## src/rtl/instruction_fetch_buffer.sv

```systemverilog
// Instruction fetch buffer: issues single outstanding reads to instruction
// memory and queues {pc, instr} pairs for decode, with redirect flushing.
module instruction_fetch_buffer #(
    parameter int FIFO_DEPTH = 2
) (
    input  logic        ifb_clk,
    input  logic        ifb_rst,
    input  logic [31:0] ifb_pc_in,
    output logic        ifb_cnt_out,
    input  logic        ifb_flush,
    output logic        ifb_mem_req,
    output logic [31:0] ifb_mem_addr,
    input  logic        ifb_mem_rvalid,
    input  logic [31:0] ifb_mem_rdata,
    output logic        ifb_valid,
    input  logic        ifb_ready,
    output logic [31:0] ifb_instr,
    output logic [31:0] ifb_pc_out
);

    localparam int PW = $clog2(FIFO_DEPTH);
    localparam int CW = PW + 1;

    localparam logic [1:0] IDLE = 2'd0;
    localparam logic [1:0] WAIT = 2'd1;
    localparam logic [1:0] DROP = 2'd2;

    logic [1:0]    state;
    logic [1:0]    state_nxt;
    logic [31:0]   req_pc;
    logic [PW-1:0] rd_ptr;
    logic [PW-1:0] wr_ptr;
    logic [CW-1:0] count;
    logic [31:0]   fifo_pc  [FIFO_DEPTH];
    logic [31:0]   fifo_ins [FIFO_DEPTH];

    logic not_full;
    logic issue;
    logic push;
    logic pop;

    // Handshake decode; space is judged on the pre-pop count
    always_comb begin
        not_full     = count < CW'(FIFO_DEPTH);
        issue        = !ifb_rst && (state == IDLE) && !ifb_flush && not_full;
        push         = (state == WAIT) && ifb_mem_rvalid && !ifb_flush;
        ifb_valid    = count != '0;
        pop          = ifb_valid && ifb_ready && !ifb_flush;
        ifb_mem_req  = issue;
        ifb_cnt_out  = issue;
        ifb_mem_addr = issue ? ifb_pc_in : '0;
        ifb_instr    = ifb_valid ? fifo_ins[rd_ptr] : '0;
        ifb_pc_out   = ifb_valid ? fifo_pc[rd_ptr] : '0;
    end

    // Next-state: track whether a response is owed and whether to keep it
    always_comb begin
        state_nxt = state;
        unique case (1'b1)
            state == IDLE: if (issue) state_nxt = WAIT;
            state == WAIT: begin
                if (ifb_mem_rvalid)
                    state_nxt = IDLE;
                else if (ifb_flush)
                    state_nxt = DROP;
            end
            state == DROP: if (ifb_mem_rvalid) state_nxt = IDLE;
            default: state_nxt = IDLE;
        endcase
    end

    // State register and captured request PC
    always_ff @(posedge ifb_clk or posedge ifb_rst) begin
        if (ifb_rst) begin
            state  <= IDLE;
            req_pc <= '0;
        end else begin
            state <= state_nxt;
            if (issue)
                req_pc <= ifb_pc_in;
        end
    end

    // FIFO pointers and occupancy; redirect empties the queue
    always_ff @(posedge ifb_clk or posedge ifb_rst) begin
        if (ifb_rst) begin
            rd_ptr <= '0;
            wr_ptr <= '0;
            count  <= '0;
        end else if (ifb_flush) begin
            rd_ptr <= '0;
            wr_ptr <= '0;
            count  <= '0;
        end else begin
            if (push)
                wr_ptr <= wr_ptr + PW'(1);
            if (pop)
                rd_ptr <= rd_ptr + PW'(1);
            unique case ({push, pop})
                2'b10:   count <= count + CW'(1);
                2'b01:   count <= count - CW'(1);
                default: count <= count;
            endcase
        end
    end

    // FIFO storage, written at the tail on accepted responses
    always_ff @(posedge ifb_clk) begin
        if (push) begin
            fifo_pc[wr_ptr]  <= req_pc;
            fifo_ins[wr_ptr] <= ifb_mem_rdata;
        end
    end

endmodule

```

## config.mk

```make
export PLATFORM = sky130hd
export DESIGN_NAME = instruction_fetch_buffer
export DESIGN_NICKNAME = d
export VERILOG_FILES = /design/src/rtl/instruction_fetch_buffer.sv
export SDC_FILE = /design/constraint.sdc
export NUM_CORES = 1
export LEC_CHECK = 0
export ABC_AREA = 1
export CORE_ASPECT_RATIO = 0.75
export CORE_MARGIN = 10
export CORE_UTILIZATION = 46
export CTS_BUF_LIST = sky130_fd_sc_hd__clkbuf_8
export DETAILED_ROUTE_END_ITERATION = 7
export PLACE_DENSITY = 0.78
export SLEW_MARGIN = 20
export SYNTH_ARGS = -nofsm -noshare
export SYNTH_HDL_FRONTEND = slang
export SYNTH_SLANG_ARGS = --single-unit
```

## constraint.sdc

```tcl
create_clock -name ifb_clk -period 5.1 [get_ports ifb_clk]
set_input_delay 1.02 -clock ifb_clk [delete_from_list [all_inputs] [get_ports ifb_clk]]
set_output_delay 1.02 -clock ifb_clk [all_outputs]
set_load 0.03 [all_outputs]
```

==> summary.txt <==
Placed design
  – I/O Buffers: 167
  – GPL Wtd Cong: 0.785
  – DP Worst Slack: 965 ps
  – Post-DP Area: 8270 µm²
  – Detail Placement HPWL: 10500 µm
  – Dpl cells: 878

Finish
  – Final Instance Area: 8620 µm²
  – Layout overhead on the synthesized area: 32.0%
  – Share of cells above drive strength 1: 11.3%
  – Ant diodes: 0
  – Most frequent cells in the layout: nand2_1 (169), clkdlybuf4s50_1 (133), edfxtp_1 (128), a21oi_1 (64), inv_1 (43)
  – Post-route insts no fill: 911
  – Multi-input gate area: 1410 µm²
  – Post-layout util: 62.5%
  – Storage element area: 4800 µm²
  – # nets final: 792
  – Fill cells: 1086
  – Commonest non-fill, non-tap cell in the layout: nand2_1

Power and ir drop
  – PwrDens: 512 nW/µm²
  – Internal Dissipation: 2.70 mW
  – Power Total: 4.41 mW
  – Share of power burned in registers: 41.6%
  – Worst vdd ir: 0.343 mV
  – Clock power share: 18.2%
  – P_leak: 3.40 nW
  – Switch share: 38.7%
  – Psw: 1.70 mW
  – Gate power share: 40.2%

STA
  – Highest Clock Rate: 242 MHz
  – RSZ-0062 raised after global routing: no
  – Final Slew Violations: 0
  – Clk_skew: 10.8 ps
  – Setup TNS: 0 ps
  – Worst Slack Setup Final: 962 ps
  – Final setup viols: 0
  – Fin. Hold Viols: 0
  – Min cycle time layout: 4140 ps
  – Fin Hold WS: 466 ps
  – Max_slew headroom: 41.4%
  – Period utilization: 81.1%
  – Slew @ Worst Pin: 879 ps

Detailed routing
  – DRT iter0 DRCs: 288
  – Drt pass-1 iters: 5
  – Routed vias/inst: 5.01
  – Antenna viol nets, final: 0
  – WL per Instance: 17.2 µm
  – Routed WL: 15700 µm
  – Routed via count: 4560
  – Drc violations: 0

Synthesis
  – Synthesized flop and latch total: 166
  – Warnings from Yosys: 0
  – Net count after synthesis: 631
  – Syn avg cell area: 11.6 µm²
  – Cell Area, Synth: 6530 µm²
  – Synth Instances: 562
  – Register area share after synthesis: 73.5%
  – Synth unique cells: 19

Worst setup path
  – Cell Chain, Critical Path: clkdlybuf4s50_1 > inv_2 > nand4_4 > inv_1 > buf_4
  – Max incr delay on CP: 670 ps
  – Setup crit end kind: primary output
  – Startpoint Class: input pin
  – Worst path bufs/invs: 4
  – WP data required: 4080 ps
  – Family with the most delay on the worst path: buffers and inverters
  – CP Class: input pin to primary output
  – CP max FO: 61
  – Slowest stage cell, crit path: nand4_4
  – Worst endpoint data arrival time: 3120 ps

Clock network
  – H-tree depth: 4
  – CTS tree: done
  – Root buffer cell: clkbuf_8
  – Worst-case clock buffer depth: 2
  – Setup Buffers After CTS: 0
  – CTS Hold Bufs: 0
  – Clock sink count: 166
  – PostCTS Resize Cnt: 0
  – TritonCTS Buffers: 17
  – Clock Latency Late Sink: 450 ps
  – Clock transition at the registers of the reported paths: 80 ps

Floorplan
  – Core Rows: 37
  – I/O pin total: 168
  – Placeable Area: 13800 µm²
  – Initial Util: 47.3%
  – DIE HEIGHT: 123 µm
  – Die width: 158 µm
  – Die area: 19400 µm²

Global routing
  – GRT overflow: 0
  – Gr usage total: 16.3%
  – Largest net degree at the start of global routing: 66
  – Vias in the first global route: 4694
  – First-pass GRT wire length: 24500 µm
  – Initial antenna violation count: 0

Job
  – Max-cap violations: 0

Hold path
  – Hold Path Class: register to register

Status
  – Outcome: finished, final reports clean
==> routing by layer <==
metal	routed length, µm	GRT usage (%)	vias up	share of wire (%)
met2	6960	25.5	218	44
li1	-	-	2198	-
met3	1720	6.94	23	11
met4	253	6.24	0	1.6
met1	6780	19.9	2121	43
met5	0	0	-	0
==> final cells by class <==
| cell class | instances | area share [%] |
|---|---|---|
| flip-flops and latches | 166 | 55.6 |
| inverters | 45 | 1.99 |
| clock buffers | 17 | 2.71 |
| repair buffers | 174 | 19.7 |
| clock inverters | 15 | 1.13 |
| well taps | 175 | 2.54 |
| multi-input cells | 319 | 16.3 |
==> logic make-up after synthesis <==
group | after synthesis | synth area share (%)
buffers and inverters | 77 | 5.27
AND/OR/NAND/NOR | 219 | 13.6
AO/OA/AOI/OAI | 100 | 7.71
flip-flops | 166 | 73.5
==> power groups by stage <==
stage               clock network [mW]  registers (mW)  logic, mW
global route                     0.884            1.85       1.93
CTS                              0.829            1.83       1.80
global placement                     0            1.84       1.77
floorplan                            0            1.82       1.09
finish                           0.802            1.83       1.77
detailed placement                   0            1.86       1.79
==> cells in the mapped netlist <==
master | number | share of area (%)
buf_4 | 1 | 0.12
buf_6 | 3 | 0.52
buf_2 | 22 | 1.7
inv_1 | 44 | 2.5
dfrtp_1 | 38 | 15
nand2_1 | 169 | 9.7
o31ai_1 | 1 | 0.12
nor2_2 | 12 | 1.2
clkbuf_1 | 5 | 0.29
nand4_4 | 1 | 0.33
nand3_1 | 6 | 0.46
o21ai_0 | 35 | 2.7
nor3_1 | 3 | 0.23
inv_2 | 1 | 0.057
edfxtp_1 | 128 | 59
a21oi_1 | 64 | 4.9
nand4_1 | 2 | 0.19
clkbuf_2 | 1 | 0.077
nor2_1 | 26 | 1.5
==> flip-flops by register name, indices dropped and copies added (netlist names) <==
register / flops
fifo_ins: 64
fifo_pc: 64
req_pc: 32
count: 2
state: 2
rd_ptr: 1
wr_ptr: 1
==> final timing paths <==
kind	start	endpoint	slack (ps)	cells after the start
hold reg to reg	req_pc[10]	fifo_pc[0][10]	470	0
setup / recovery	ifb_flush	ifb_mem_req	960	5
setup reg to reg	state[1]	fifo_pc[0][22]	2640	6
hold / removal	req_pc[10]	fifo_pc[0][10]	470	0
max in group asynchronous	ifb_rst	rd_ptr	3610	3
min in group asynchronous	ifb_rst	req_pc[7]	1110	3
(Power assumes the default switching activity.)
